$ cat config.mk
export PLATFORM = sky130hd
export DESIGN_NAME = text_write_ctrl
export DESIGN_NICKNAME = d
export VERILOG_FILES = /design/src/rtl/text_mode_pkg.sv /design/src/rtl/text_cursor.sv /design/src/rtl/text_write_ctrl.sv
export SDC_FILE = /design/constraint.sdc
export NUM_CORES = 1
export LEC_CHECK = 0
export ABC_AREA = 1
export BUFFER_PORTS_ARGS = -buffer_cell sky130_fd_sc_hd__buf_2
export CAP_MARGIN = 30
export CORE_ASPECT_RATIO = 1.2
export CORE_UTILIZATION = 60
export DETAILED_ROUTE_END_ITERATION = 10
export GPL_TIMING_DRIVEN = 1
export HOLD_SLACK_MARGIN = 0.05
export PLACE_DENSITY = 0.81
export SLEW_MARGIN = 10
export SYNTH_ARGS = -nofsm -noshare
export SYNTH_HDL_FRONTEND = slang
export SYNTH_HIERARCHICAL = 1
export SYNTH_SLANG_ARGS = --single-unit
$ cat constraint.sdc
create_clock -name clk -period 5.9 [get_ports clk]
set_input_delay 0.885 -clock clk [delete_from_list [all_inputs] [get_ports clk]]
set_output_delay 0.885 -clock clk [all_outputs]
set_load 0.05 [all_outputs]
$ cat src/rtl/text_mode_pkg.sv
// Shared text-mode constants, control codes and write-sequencer state.
// The framebuffer read side imports the same geometry constants.
package text_mode_pkg;

  localparam int TEXT_COLS   = 80;
  localparam int TEXT_ROWS   = 30;
  localparam int TEXT_ADDR_W = 12;

  localparam logic [7:0] CHR_BS    = 8'h08;
  localparam logic [7:0] CHR_LF    = 8'h0A;
  localparam logic [7:0] CHR_FF    = 8'h0C;
  localparam logic [7:0] CHR_CR    = 8'h0D;
  localparam logic [7:0] CHR_ESC   = 8'h1B;
  localparam logic [7:0] CHR_BLANK = 8'h20;

  localparam logic [6:0] LAST_COL = 7'(TEXT_COLS - 1);
  localparam logic [4:0] LAST_ROW = 5'(TEXT_ROWS - 1);
  localparam logic [TEXT_ADDR_W-1:0] LAST_ADDR =
    TEXT_ADDR_W'(TEXT_COLS * TEXT_ROWS - 1);

  typedef enum logic [1:0] {
    ST_CLEAR,
    ST_IDLE,
    ST_ESC_ROW,
    ST_ESC_COL
  } state_t;

  function automatic logic is_print(input logic [7:0] b);
    return (b >= 8'h20) && (b <= 8'h7E);
  endfunction

endpackage

$ cat src/rtl/text_cursor.sv
// Terminal cursor: column/row registers with wrap-only motion
// and the linear text RAM address of the current cell.
module text_cursor
  import text_mode_pkg::*;
(
  input  logic                   clk,
  input  logic                   rst,
  input  logic                   home,
  input  logic                   load,
  input  logic                   advance,
  input  logic                   newline,
  input  logic                   carriage,
  input  logic                   backspace,
  input  logic [4:0]             load_row,
  input  logic [6:0]             load_col,
  output logic [6:0]             col,
  output logic [4:0]             row,
  output logic [TEXT_ADDR_W-1:0] addr
);

  logic [4:0]             next_row;
  logic [TEXT_ADDR_W-1:0] row_w;

  assign next_row = (row == LAST_ROW) ? 5'd0 : row + 5'd1;
  assign row_w    = TEXT_ADDR_W'(row);
  // row*80 as shifts; at most 2399, fits the address width
  assign addr = (row_w << 6) + (row_w << 4) + TEXT_ADDR_W'(col);

  always_ff @(posedge clk) begin
    if (rst) begin
      col <= '0;
      row <= '0;
    end else begin
      unique case (1'b1)
        home: begin
          col <= '0;
          row <= '0;
        end
        load: begin
          col <= load_col;
          row <= load_row;
        end
        advance: begin
          if (col == LAST_COL) begin
            col <= '0;
            row <= next_row;
          end else begin
            col <= col + 7'd1;
          end
        end
        newline:  row <= next_row;
        carriage: col <= '0;
        backspace: begin
          if (col != 7'd0) col <= col - 7'd1;
        end
        default: ;
      endcase
    end
  end

endmodule

$ cat src/rtl/text_write_ctrl.sv
// Terminal-style write sequencer owning the text RAM write port:
// control-code decode, escape cursor positioning and full-screen clear.
module text_write_ctrl
  import text_mode_pkg::*;
(
  input  logic                   clk,
  input  logic                   rst,
  input  logic [7:0]             rx_byte,
  input  logic                   rx_valid,
  output logic [TEXT_ADDR_W-1:0] wr_addr,
  output logic [7:0]             wr_data,
  output logic                   wr_en,
  output logic                   busy,
  output logic                   overrun,
  output logic [6:0]             cursor_col,
  output logic [4:0]             cursor_row
);

  state_t                 state;
  logic [TEXT_ADDR_W-1:0] clr_addr;
  logic [7:0]             esc_row;
  logic [TEXT_ADDR_W-1:0] cur_addr;
  logic                   idle_rx;
  logic                   clr_done;
  logic                   cur_load;

  assign busy     = rst | (state == ST_CLEAR);
  assign idle_rx  = (state == ST_IDLE) & rx_valid;
  assign clr_done = (state == ST_CLEAR) & (clr_addr == LAST_ADDR);
  assign cur_load = (state == ST_ESC_COL) & rx_valid
                  & (esc_row < 8'(TEXT_ROWS))
                  & (rx_byte < 8'(TEXT_COLS));

  text_cursor u_cursor (
    .clk       (clk),
    .rst       (rst),
    .home      (clr_done),
    .load      (cur_load),
    .advance   (idle_rx & is_print(rx_byte)),
    .newline   (idle_rx & (rx_byte == CHR_LF)),
    .carriage  (idle_rx & (rx_byte == CHR_CR)),
    .backspace (idle_rx & (rx_byte == CHR_BS)),
    .load_row  (esc_row[4:0]),
    .load_col  (rx_byte[6:0]),
    .col       (cursor_col),
    .row       (cursor_row),
    .addr      (cur_addr)
  );

  always_ff @(posedge clk) begin
    if (rst) begin
      state    <= ST_CLEAR;
      clr_addr <= '0;
      wr_en    <= 1'b0;
      wr_addr  <= '0;
      wr_data  <= CHR_BLANK;
      overrun  <= 1'b0;
      esc_row  <= '0;
    end else begin
      wr_en <= 1'b0;
      if (rx_valid && state == ST_CLEAR) overrun <= 1'b1;
      unique case (state)
        ST_CLEAR: begin
          wr_en   <= 1'b1;
          wr_addr <= clr_addr;
          wr_data <= CHR_BLANK;
          if (clr_addr == LAST_ADDR) state <= ST_IDLE;
          else clr_addr <= clr_addr + 1'b1;
        end
        ST_IDLE: begin
          if (rx_valid) begin
            if (is_print(rx_byte)) begin
              wr_en   <= 1'b1;
              wr_addr <= cur_addr;
              wr_data <= rx_byte;
            end else if (rx_byte == CHR_BS) begin
              if (cursor_col != 7'd0) begin
                wr_en   <= 1'b1;
                wr_addr <= cur_addr - 1'b1;
                wr_data <= CHR_BLANK;
              end
            end else if (rx_byte == CHR_FF) begin
              state    <= ST_CLEAR;
              clr_addr <= '0;
            end else if (rx_byte == CHR_ESC) begin
              state <= ST_ESC_ROW;
            end
          end
        end
        ST_ESC_ROW: begin
          if (rx_valid) begin
            esc_row <= rx_byte;
            state   <= ST_ESC_COL;
          end
        end
        ST_ESC_COL: begin
          if (rx_valid) state <= ST_IDLE;
        end
        default: state <= ST_IDLE;
      endcase
    end
  end

endmodule

==> results, run 1 <==
- For this run, design rule violations remaining after detail routing come to 0.
- The initial antenna violation count is 0.
- Summed over all nets, wire length on met2 after detailed routing comes to 5200 um.
- Synthesis produced 641 cells.
- The via count of the first global-routing pass is 3,913.
- The fraction of power consumed by combinational cells is 0.516.
- Among all stages on the critical path, the largest delay is contributed by sky130_fd_sc_hd__inv_1.
- The number of nets in the synthesized netlist is 674.
- The routed via count divided by cell count is 5.58.
- The startpoint identified for the worst hold timing path is wr_data[7].
- The ratio of final minimum period to clock period is 0.556.
- The dominant cell type by area after synthesis is sky130_fd_sc_hd__dfxtp_1.
- In the global route stage, overall resource usage came out at 0.305.
- OpenSTA, run right after detailed placement, puts the worst setup slack at 2.63 ns.
- The share of the core filled with cells is 0.675.
- The overall routed net length is 10,600 um.
- Yosys attributes the largest share of cell area to sky130_fd_sc_hd__dfxtp_1, sky130_fd_sc_hd__nand2_1, sky130_fd_sc_hd__nor2_1.
- The setup clock skew after layout is between 0.01 and 0.015 ns.
- On the worst path, the slowest cell contributes a delay of 0.54 ns.
- Clock tree synthesis inserted a total of 5 buffers.
- In this run the post-CTS setup repair buffer count came out at 0.
- Measured along the y axis, the die boundary spans 92.9 um.
- Global routing finished with a remaining overflow of 0.
- The per-cell routed wire length is 13.9 um.
- The highest signal layer in the routed design is met4.
- The TritonCTS clock tree is done.
- The pin count of the biggest net entering global routing is 29.
- Setup repair after global routing left no endpoint under its margin.
- The critical path data required time is 5.02 ns.
- The detailed router finished its first iteration with 202 violations.
- The synthesis-to-finish area growth is 6.63%.
- The type of element launching the critical path is a primary input.
- The design internal power is 746 uW.
- In this run, synthesis inferred 0 flip-flops with an integrated enable.
- The biggest fanout along the worst timing path is 27.
- In this run the critical register-to-register path is launched from u_cursor/col[6].
- The most used flip-flop cell after synthesis is sky130_fd_sc_hd__dfxtp_1.
- The final-layout setup total negative slack is 0 ns.
- For this configuration, the core starts out at a cell density of 0.633.
- The cell repeated most along the worst path is sky130_fd_sc_hd__buf_2.
- For this run, the post-layout net count is 705.
- The clock net sink count is between 50 and 60.
- The count of unique library cells instantiated by Yosys is 43.
- The number of hold buffers added after CTS is 0.
- Grouping stages by cell kind, the critical path spends the most delay in buffers and inverters.
- The kind of path behind the tightest hold check is flop to flop.
- The die covers a little over 7000 um2.
- The synthesis-stage register bit count is 56.
- Of the total power, the share spent switching nets is 0.498.
- The transition time at the pin with the least slew margin is about 0.76 ns.
- For the worst setup path, the data arrival time is 2.39 ns.
- On the final layout, the worst hold slack is 0.455 ns.
- Post-CTS repair changed the size of 0 cells.
- The number of hold-slack violations in the final timing report was 0.
- Of the cells placed in the final design, the portion with a size suffix greater than 1 is 0.156.
- After legalization and detailed placement, the total HPWL measured slightly below 8000 um.
- The total power per unit cell area is approximately 340 nW/um2.
- The final-report setup violation count is 0.
- The relative max-transition margin is 0.494.
- The number of antenna diodes in the final layout is 0.
- Of the post-synthesis cell area, the dominant cell type holds 0.271.
- Counting along the longest clock path gives a buffer depth of 2.
- The share of total power in the clock network is 0.146.
- The final critical-path setup slack is 2.62 ns.
- At the later pin of the worst-skew pair, clock insertion delay measures 0.31 ns.
- The first-pass iteration count of the detailed router is 5.
- The signal on the critical path passes through buf_2, inv_1, nand2_1, buf_2.
- The shortest period the worst path allows is around 3.3 ns.
- During synthesis, Yosys emitted a total of 6 warnings.
- The sequential share of the synthesized area is 0.271.
- The average cell area after synthesis is 6.45 um2.
- The critical path in this run is classified as primary input to primary output.
- The global-route wire length before repair is 17,700 um.
- The clock-pin slew on the worst setup and hold paths is 0.11 ns.
- The H-tree was split into 2 levels.
- Across all layers, the routed design uses about 4,200 vias.
- The total I/O pin count is 46.
- Setup slack on the worst reg-to-reg path comes out at roughly 2.9 ns.
- The horizontal extent of the die is 77.8 um.
- Summing every instance area after synthesis gives 4130 um2.
- The number of slew-limit violations in the final report is 0.
- The floorplan core area is 6530 um2.
- The run finished with clean final reports.
- The worst vdd rail ir drop is 0.173 mV.
- The count of nets left with antenna violations once routing finished came out at 0.
- For this design the total switching power over the nets is 741 uW.
- The sequential cell fraction of total power is 0.338.
- The wire length on met1 is 4580 um.
- The number of placement rows is 32.
- The final weighted congestion in routability-driven placement is 0.859.
- The buffers plus inverters on the worst setup path is 3.
- In this run the tool buffered the top-level ports with 45 buffer cells.
- The reported max-cap violation count is 0.
- After synthesis, the share of flip-flops with an asynchronous set or reset is 0.
- Clock tree synthesis selected as its root buffer the cell sky130_fd_sc_hd__clkbuf_8.
- The launching instance or port of the critical path is rst.
- The leakage power total is 0.00207 uW.
- The kind of end point of the critical path is a primary output.
- The maximum frequency from static timing analysis is ~0.3 GHz.
- The routed design uses 427 um of met3 wire.
-- cells by family after synthesis --
logic type	after synthesis	share of synthesized area
and+or+nand+nor	336	0.370
adders and majority gates	22	0.0702
DFF	56	0.271
AOI/OAI and AO/OA	110	0.150
buffers and inverters	105	0.113
xor gates and xnor gates	12	0.0254
-- path summary, 6_finish.rpt --
kind / to / cells after the start
setup / recovery: busy / 4
hold / removal: wr_data[7] / 2
setup reg to reg: wr_addr[11] / 13
hold reg to reg: wr_data[7] / 2
-- per-stage QoR --
step	instance area, um2	instances	total power (uW)
global route	4410	758	1600
floorplan	4130	641	1150
CTS	4400	757	1480
detailed placement	4310	749	1270
global placement	4310	749	1250
finish	4410	758	1490
-- placed cells by master (no fill, tap or decap), drive strengths merged, types with 6 or more instances in the layout --
cell    Yosys  layout
buf        17      47
dfxtp      56      56
xor2       10      10
nand3      53      53
nor2       91      91
a21oi      49      49
clkbuf      6       6
inv        81      81
ha         20      20
nand2     171     171
o21ai      53      53
nand4       8       8
nor3       10      10
-- metal layers --
layer,vias to the layer above,track usage
met3,31,0.0335
met1,1952,0.380
met2,133,0.521
li1,2117,-
met5,-,0
met4,0,0.146
-- sequential cells by signal, indices dropped and copies added, names as in the netlist --
| signal | flops |
|---|---|
| wr_data | 8 |
| overrun | 1 |
| clr_addr | 12 |
| esc_row | 8 |
| wr_addr | 12 |
| wr_en | 1 |
| state | 2 |
| u_cursor/row | 5 |
| u_cursor/col | 7 |
-- synthesized netlist by cell type (2+ instances only) --
library cell and instances:
sky130_fd_sc_hd__xor2_1 10, sky130_fd_sc_hd__nor2_2 12, sky130_fd_sc_hd__a31oi_1 2, sky130_fd_sc_hd__nor2_1 75
sky130_fd_sc_hd__buf_4 9, sky130_fd_sc_hd__fa_1 2, sky130_fd_sc_hd__clkbuf_1 5, sky130_fd_sc_hd__o21ai_1 3
sky130_fd_sc_hd__nand3_1 44, sky130_fd_sc_hd__nand2_2 5, sky130_fd_sc_hd__ha_1 20, sky130_fd_sc_hd__o21ai_2 2
sky130_fd_sc_hd__nand2_4 3, sky130_fd_sc_hd__nor2_4 4, sky130_fd_sc_hd__nand4_1 8, sky130_fd_sc_hd__inv_2 7
sky130_fd_sc_hd__xnor2_1 2, sky130_fd_sc_hd__a21oi_2 4, sky130_fd_sc_hd__buf_6 3, sky130_fd_sc_hd__nand2_1 163
sky130_fd_sc_hd__nor3_1 9, sky130_fd_sc_hd__dfxtp_1 56, sky130_fd_sc_hd__nand3_4 2, sky130_fd_sc_hd__o21ai_4 2
sky130_fd_sc_hd__nand3_2 7, sky130_fd_sc_hd__buf_2 3, sky130_fd_sc_hd__a21oi_1 45, sky130_fd_sc_hd__o211ai_1 2
sky130_fd_sc_hd__inv_1 73, sky130_fd_sc_hd__o21ai_0 46
-- power by group through the flow --
stage	clock, uW	sequential (uW)	combinational [uW]
CTS	220	502	763
finish	217	502	767
global placement	0	507	745
floorplan	0	630	515
global route	238	511	851
detailed placement	0	509	760
-- worst reg2reg max path: stages, from the launching register on --
cell                      delay, ns
sky130_fd_sc_hd__dfxtp_1       0.52
sky130_fd_sc_hd__inv_1         0.15
sky130_fd_sc_hd__fa_1          0.55
sky130_fd_sc_hd__inv_1         0.07
sky130_fd_sc_hd__fa_1          0.47
sky130_fd_sc_hd__xor2_1        0.20
sky130_fd_sc_hd__inv_1         0.10
sky130_fd_sc_hd__nand3_1       0.07
sky130_fd_sc_hd__nor2_1        0.29
sky130_fd_sc_hd__nand3_1       0.12
sky130_fd_sc_hd__nand2_1       0.07
sky130_fd_sc_hd__nand3_1       0.11
sky130_fd_sc_hd__nand2_1       0.09
sky130_fd_sc_hd__a21oi_1       0.06
-- cell type report --
class	count	area (um2)
tap	85	106
inverter	82	310
clock buffer	6	72.6
sequential	56	1120
clock inverter	2	16.3
timing repair buffer	47	238
fill	599	2120
multi-input combinational	480	2540
Note: power is estimated with default switching activity, not from simulation.
==> inputs of run 2 (changes only) <==
==> constraint.sdc (replaced) <==
create_clock -name clk -period 3.2 [get_ports clk]
set_input_delay 0.48 -clock clk [delete_from_list [all_inputs] [get_ports clk]]
set_output_delay 0.48 -clock clk [all_outputs]
set_load 0.05 [all_outputs]
==> run 2 against run 1 <==
  * Wire length is 1.6% lower
  * Non-clock buffer count increased by 2
  * Clock skew is 0.0020 ns lower
  * Largest power group unchanged
  * Hold slack hardly changed
  * Via count down 3.3%
  * Power rose by 85%
  * Clock power up 90%
  * Core utilization is 0.31 points higher
  * Final cell count increased by 0.13%
  * Die area did not move
  * Setup slack worse by 2.2 ns
  * Flip-flop and latch count did not move
==> results, run 2 (synthesized netlist as in run 1, its figures left out) <==
- The die is between 70 and 80 um wide.
- The global router's overall resource usage is 0.303.
- The min-delay analysis places its worst path in the category flop to flop.
- Summed over all layers, the global routing overflow is 0.
- The endpoint of the worst hold path is wr_data[7].
- The via count of the first global-routing pass is 3,702.
- Before CTS, the worst setup slack after placement is 0.433 ns.
- The fraction of power consumed by combinational cells is 0.515.
- The kind of critical path is flop to flop.
- The initial utilization of the core area, before any placement, comes to 0.633.
- After routing, the total negative slack on setup checks comes to 0 ns.
- The kind of end point of the critical path is a flop.
- The number of hold-slack violations in the final timing report is 0.
- The detail route stage leaves a number of antenna-violating nets equal to 0.
- In this run the clock root is driven by a sky130_fd_sc_hd__clkbuf_8.
- Based on the critical path, the design can be clocked at up to 0.360 GHz.
- The first-pass iteration count of the detailed router is 5.
- The endpoint of the most critical register-to-register path is wr_addr[11].
- The first global-routing pass estimated 17,200 um of wire.
- Counting the buffers created by CTS gives 5.
- The worst pin sits at a relative slew slack of 0.613.
- The final standard cell area without fillers is 4430 um2.
- Once detailed placement completed, the half-perimeter wirelength came to 7880 um.
- The number of stages on the worst hold path is 2.
- The run finished with clean final reports.
- The DRC violation count after routing is 0.
- Of the total power, the clock network draws 0.150.
- The transition time at the pin with the least slew margin is 0.580 ns.
- The clock-pin slew on the worst setup and hold paths is 0.10 ns.
- The final total power is 2750 uW.
- The count of input and output buffers is between 40 and 50.
- The internal power of the cells totals 1390 uW.
- The number of slew-limit violations in the final report is 0.
- The detailed router placed just over 4,000 vias in this run.
- Setup slack on the critical path of the routed design comes to 0.426 ns.
- Of the cells placed in the final design, the portion with a size suffix greater than 1 is 0.159.
- The power spent charging and discharging nets is about 1400 uW.
- In the layout the commonest cells are sky130_fd_sc_hd__nand2_1, sky130_fd_sc_hd__nor2_1, sky130_fd_sc_hd__inv_1.
- In this run, post-CTS repair resized a total of 0 instances.
- Routability-driven placement finished with a final weighted congestion of between 0.9 and 1.
- The die area is 7230 um2.
- Row generation in the floorplan step produced 32 rows.
- TritonCTS built the clock tree.
- The worst vdd rail ir drop is a little under 0.4 mV.
- For the worst setup path, the data required time is between 3 and 4 ns.
- Counting every sink on the clock net gives 56.
- Entering global routing, the biggest net connects 28 pins.
- Setup violations remaining at the end of the flow were counted as 0.
- Counting along the longest clock path gives a buffer depth of 2.
- Measured on the finished design, the core utilization comes to 0.678.
- The H-tree depth reported by CTS is 2.
- The worst setup path is launched from a flop.
- Max-cap violations in this run came to 0.
- The synthesis-to-finish area growth is 7.11%.
- The initial antenna violation count is 0.
- Post-CTS timing repair inserted 0 buffers for setup.
- During I/O placement, the number of pins put on the boundary was 46.
- The routed via count divided by cell count is 5.39.
- The worst-case register-to-register setup slack is 0.43 ns.
- Of the available clock period, the critical path in the final layout requires 0.867.
- The data arrival time at the worst-slack endpoint is 2.97 ns.
- The number of hold buffers added after CTS is 0.
- In the final routed layout, each cell accounts on average for 13.7 um.
- The sequential cell fraction of total power is 0.335.
- For the worst-skew pair, the clock arrives at the later sink with an insertion delay of between 0.3 and 0.4 ns.
- The count of nets after finishing is 707.
- The startpoint identified for the worst register-to-register timing path is u_cursor/col[6].
- The number of antenna diodes is 0.
- After the first detailed-routing iteration, the DRC count stood at 231.
- The shortest period the worst path allows is ~2.8 ns.
- Setup repair after global routing left no endpoint under its margin.
- The placed instances occupy a cell area of between 4000 and 5000 um2.
- Of the total power, the share spent switching nets is 0.493.
- The startpoint of the tightest hold check path is wr_data[7].
- The overall routed net length is between 10,000 and 15,000 um.
- Dividing total power by cell area gives a power density of 621 nW/um2.
- The floorplan core area is 6530 um2.
- Counting cells, the worst reg-to-reg path comes to 13.
- The commonest non-fill, non-tap cell in the layout is sky130_fd_sc_hd__nand2_1.
- The biggest fanout along the worst timing path is 8.
- The leakage power total is ~0.0021 uW.
- In the final layout, the registers with the most flip-flops are clr_addr x12, wr_addr x12.
- Measured along the y axis, the die boundary spans between 90 and 100 um.
- Clock skew on the completed layout was measured at about 0.010 ns.
- Fill cells in the final layout number 608.
-- run 2: changes by cell type in the layout (fill, tap and decap cells not counted), sizes merged --
cell and change:
buf +2, clkinvlp -1
-- run 2: power by group through the flow --
stage | clock, uW | sequential [uW] | combinational (uW)
after floorplan | 0 | 1160 | 949
after global placement | 0 | 932 | 1390
after detailed placement | 0 | 937 | 1410
after CTS | 420 | 922 | 1420
after global routing | 454 | 940 | 1570
final | 413 | 922 | 1420
-- run 2: per-stage QoR --
stage / instances / hold WS, ns
finish: 759 / 0.454
global route: 759 / 0.468
CTS: 759 / 0.454
detailed placement: 752 / 0.438
global placement: 752 / 0.432
floorplan: 641 / 0.444
-- run 2: worst max-delay path by stage --
stage                    start          end  slack (ns)
2_1_floorplan  u_cursor/col[6]  wr_addr[10]        0.23
3_3_place_gp   u_cursor/col[6]  wr_addr[10]        0.51
3_5_place_dp   u_cursor/col[6]  wr_addr[11]        0.43
4_1_cts        u_cursor/col[6]  wr_addr[11]        0.41
5_1_grt        u_cursor/col[6]  wr_addr[10]        0.15
6_report       u_cursor/col[6]  wr_addr[11]        0.43
-- run 2: layer usage --
| layer | GRT usage | part of all wire | vias to the layer above |
|---|---|---|---|
| met2 | 0.537 | 0.49 | 121 |
| met5 | 0 | 0 | - |
| met1 | 0.360 | 0.45 | 1824 |
| li1 | - | - | 2125 |
| met4 | 0.137 | 0.028 | 0 |
| met3 | 0.0384 | 0.038 | 23 |
-- run 2: layout make-up --
| type | instances | area [um2] | share of cell area |
|---|---|---|---|
| clock buffer | 6 | 82.6 | 0.0186 |
| clock inverter | 1 | 8.76 | 0.00198 |
| inverter | 82 | 310 | 0.0701 |
| multi-input combinational | 480 | 2540 | 0.574 |
| sequential | 56 | 1120 | 0.253 |
| tap | 85 | 106 | 0.0240 |
| timing repair buffer | 49 | 255 | 0.0576 |
-- run 2: critical path, stage by stage (launching register included) --
cell	delay, ns
sky130_fd_sc_hd__dfxtp_1	0.46
sky130_fd_sc_hd__inv_1	0.11
sky130_fd_sc_hd__fa_1	0.54
sky130_fd_sc_hd__inv_1	0.06
sky130_fd_sc_hd__fa_1	0.45
sky130_fd_sc_hd__xor2_1	0.19
sky130_fd_sc_hd__inv_1	0.09
sky130_fd_sc_hd__nand3_1	0.07
sky130_fd_sc_hd__nor2_1	0.30
sky130_fd_sc_hd__nand3_1	0.12
sky130_fd_sc_hd__nand2_1	0.08
sky130_fd_sc_hd__nand3_1	0.06
sky130_fd_sc_hd__nand2_1	0.07
sky130_fd_sc_hd__a21oi_1	0.05
==> inputs of run 3 (changes only) <==
--- a/config.mk
+++ b/config.mk
@@ -8,12 +8,11 @@
 export ABC_AREA = 1
 export BUFFER_PORTS_ARGS = -buffer_cell sky130_fd_sc_hd__buf_2
 export CAP_MARGIN = 30
-export CORE_ASPECT_RATIO = 1.2
-export CORE_UTILIZATION = 60
+export CORE_UTILIZATION = 50
 export DETAILED_ROUTE_END_ITERATION = 10
 export GPL_TIMING_DRIVEN = 1
 export HOLD_SLACK_MARGIN = 0.05
-export PLACE_DENSITY = 0.81
+export PLACE_DENSITY = 0.7
 export SLEW_MARGIN = 10
 export SYNTH_ARGS = -nofsm -noshare
 export SYNTH_HDL_FRONTEND = slang
==> run 3 against run 2 <==
  * Register-to-register slack got worse by 0.09 ns
  * Clock-buffer cell count decreased by 1
  * Critical path depth unchanged
  * Wire length rose by 7.4%
  * Core utilization down 10 points
  * Design area grew 1.7%
  * Hold slack lost 0.0067 ns
  * Power rose by 7.0%
  * Die area is 19% higher
  * Largest cell class unchanged
  * Highest routed layer unchanged
==> results, run 3 (synthesized netlist as in run 1, its figures left out) <==
- In the finished design, the share of the clock period the worst path needs comes to 0.895.
- In this run, placement finished with an instance count of just under 800.
- For the final database, setup skew stands at 0.0121 ns.
- The number of routed nets with antenna violations is 0.
- The placed cell area is 4370 um2.
- The leakage power total is 0.00211 uW.
- The biggest fanout along the worst timing path is 8.
- In this run, CTS created clock tree buffers numbering 5.
- The floorplan step set the die width to 92.9 um.
- The library cells used most frequently in the layout, excluding fill and tap cells, are sky130_fd_sc_hd__nand2_1, sky130_fd_sc_hd__nor2_1, sky130_fd_sc_hd__inv_1.
- Walking the worst path, the cells encountered are inv_1, fa_1, inv_1, fa_1, xor2_1, inv_1, nand3_1, nor2_1, nand3_1, nand2_1, nand3_1, nand2_1, a21oi_1.
- The floorplan core area is a little under 8000 um2.
- The repair_antennas step left the layout with diodes totalling 0.
- In this run the deepest clock path goes through 2 buffers.
- The clock-pin slew on the worst setup and hold paths is 0.11 ns.
- The total power per unit cell area is 654 nW/um2.
- The root buffer cell is sky130_fd_sc_hd__clkbuf_8.
- The first global-routing pass estimated 18,700 um of wire.
- STA puts the critical path data required time at 3.40 ns.
- The final-layout setup total negative slack is 0 ns.
- Dividing the detail-routed wire length by the instance count gives 14.3 um.
- At the end of routability-driven placement, the weighted congestion stood at 0.926.
- The shortest period the worst path allows is between 2 and 3 ns.
- The number of hold-slack violations in the final timing report is 0.
- The pre-antenna-repair detailed-routing pass consisted of 5 iterations.
- In the final layout, the share of cells above drive strength 1 is 0.161.
- The reported max-cap violation count is 0.
- The total of cells resized after clock tree synthesis is 0.
- The total congestion overflow after global routing is 0.
- The final-report setup violation count is 0.
- The floorplan step set the die height to 92.9 um.
- TritonCTS built the clock tree.
- The slowest stage of the critical path is the sky130_fd_sc_hd__fa_1 cell.
- The die covers 8640 um2.
- The worst setup path is launched from a flop.
- Clock latency on the worst-skew pair, taken at its later pin, is 0.32 ns.
- The worst setup path is captured at a flop.
- At the end of the flow, the number of nets in the layout was slightly above 700.
- The initial utilization of the core area, before any placement, comes to 0.527.
- The number of DRC markers in iteration 0 is 356.
- The maximum frequency from static timing analysis is 0.349 GHz.
- The via count of the first global-routing pass is 4,017.
- The critical path is of the flop to flop type.
- The initial antenna violation count is 0.
- Setup repair after global routing left no endpoint under its margin.
- The post-route non-filler standard cell count is just under 800.
- The largest registers in the layout are clr_addr x12, wr_addr x12.
- With fillers left out, the area of the finished cells amounts to 4500 um2.
- 46 I/O pins were placed.
- The global router's overall resource usage is 0.270.
- The run finished with clean final reports.
- The HPWL reported at the end of detailed placement is 8400 um.
- Across all hold checks on the routed design, the worst slack comes to 0.448 ns.
- The transition time at the pin with the least slew margin is 0.634 ns.
- Leaving out fill and tap cells, the most frequent cell in the layout is sky130_fd_sc_hd__nand2_1.
- The clock net sink count is 56.
- The H-tree was split into 2 levels.
- The number of slew-limit violations in the final report is 0.
- The data arrival time at the worst-slack endpoint is approximately 3 ns.
- For this block, the via count after detailed routing is between 4,000 and 5,000.
- In this design, the stage delay of the slowest critical-path cell is 0.56 ns.
- The number of buffers inserted to repair setup after CTS is 0.
- The pin count of the biggest net entering global routing is 28.
- The worst vdd rail ir drop is ~0.36 mV.
- The count of fill cells added during filler insertion is 835.
- The synthesis-to-finish area growth is 8.93%.
- In this run the tool buffered the top-level ports with 45 buffer cells.
- For this design, the CTS-stage hold fixing added 0 buffers.
- Using the TritonRoute via totals, the vias-per-cell ratio works out to 5.49.
- The kind of path behind the tightest hold check is flop to flop.
- After detailed routing, the number of remaining DRC violations is 0.
- In this run the tightest slew margin relative to its limit is 0.577.
- The overall routed net length is around 11,000 um.
- In this run the core area contains 32 standard-cell rows.
[run 3: metal layers]
| metal | part of all wire | vias to the layer above | wire (um) | global-route usage |
|---|---|---|---|---|
| met5 | 0 | - | 0 | 0 |
| met4 | 0.013 | 0 | 142 | 0.0705 |
| met3 | 0.066 | 15 | 735 | 0.0353 |
| met2 | 0.45 | 169 | 4980 | 0.438 |
| met1 | 0.48 | 1979 | 5310 | 0.375 |
| li1 | - | 2111 | - | - |
[run 3: final cells by class]
| class | count | area, um2 | area share |
|---|---|---|---|
| timing repair buffer | 50 | 263 | 0.0583 |
| multi-input combinational | 480 | 2540 | 0.565 |
| sequential | 56 | 1120 | 0.249 |
| clock buffer | 5 | 68.8 | 0.0153 |
| clock inverter | 3 | 68.8 | 0.0153 |
| tap | 102 | 128 | 0.0283 |
| inverter | 82 | 310 | 0.0689 |
[run 3: per-stage QoR]
| stage | utilization | total power, uW | worst slack [ns] |
|---|---|---|---|
| final | 0.574 | 2940 | 0.336 |
| after global routing | 0.574 | 3160 | 0.0832 |
| after CTS | 0.574 | 2940 | 0.361 |
| after detailed placement | 0.556 | 2370 | 0.360 |
| after global placement | 0.556 | 2350 | 0.462 |
| after floorplan | - | 2110 | 0.234 |
[run 3: where the power goes]
| part | internal (uW) | switching [uW] | total, uW |
|---|---|---|---|
| combinational | 400 | 1040 | 1440 |
| sequential | 821 | 107 | 927 |
| clock | 316 | 257 | 572 |
[run 3: final timing paths]
check,startpoint,to,slack (ns),cells after the start
worst max-delay path,u_cursor/col[6],wr_addr[11],0.34,13
worst min-delay path,wr_data[7],wr_data[7],0.45,2
worst max register to register,u_cursor/col[6],wr_addr[11],0.34,13
worst min register to register,wr_data[7],wr_data[7],0.45,2
[run 3: worst max-delay path: cells and delay by family, from the launching register on]
| family | cells | cell delay [ns] |
|---|---|---|
| AOI/OAI and AO/OA | 1 | 0.06 |
| buffers and inverters | 3 | 0.30 |
| adders and majority gates | 2 | 1.01 |
| and+or+nand+nor | 6 | 0.71 |
| DFF | 1 | 0.47 |
| xor gates and xnor gates | 1 | 0.20 |
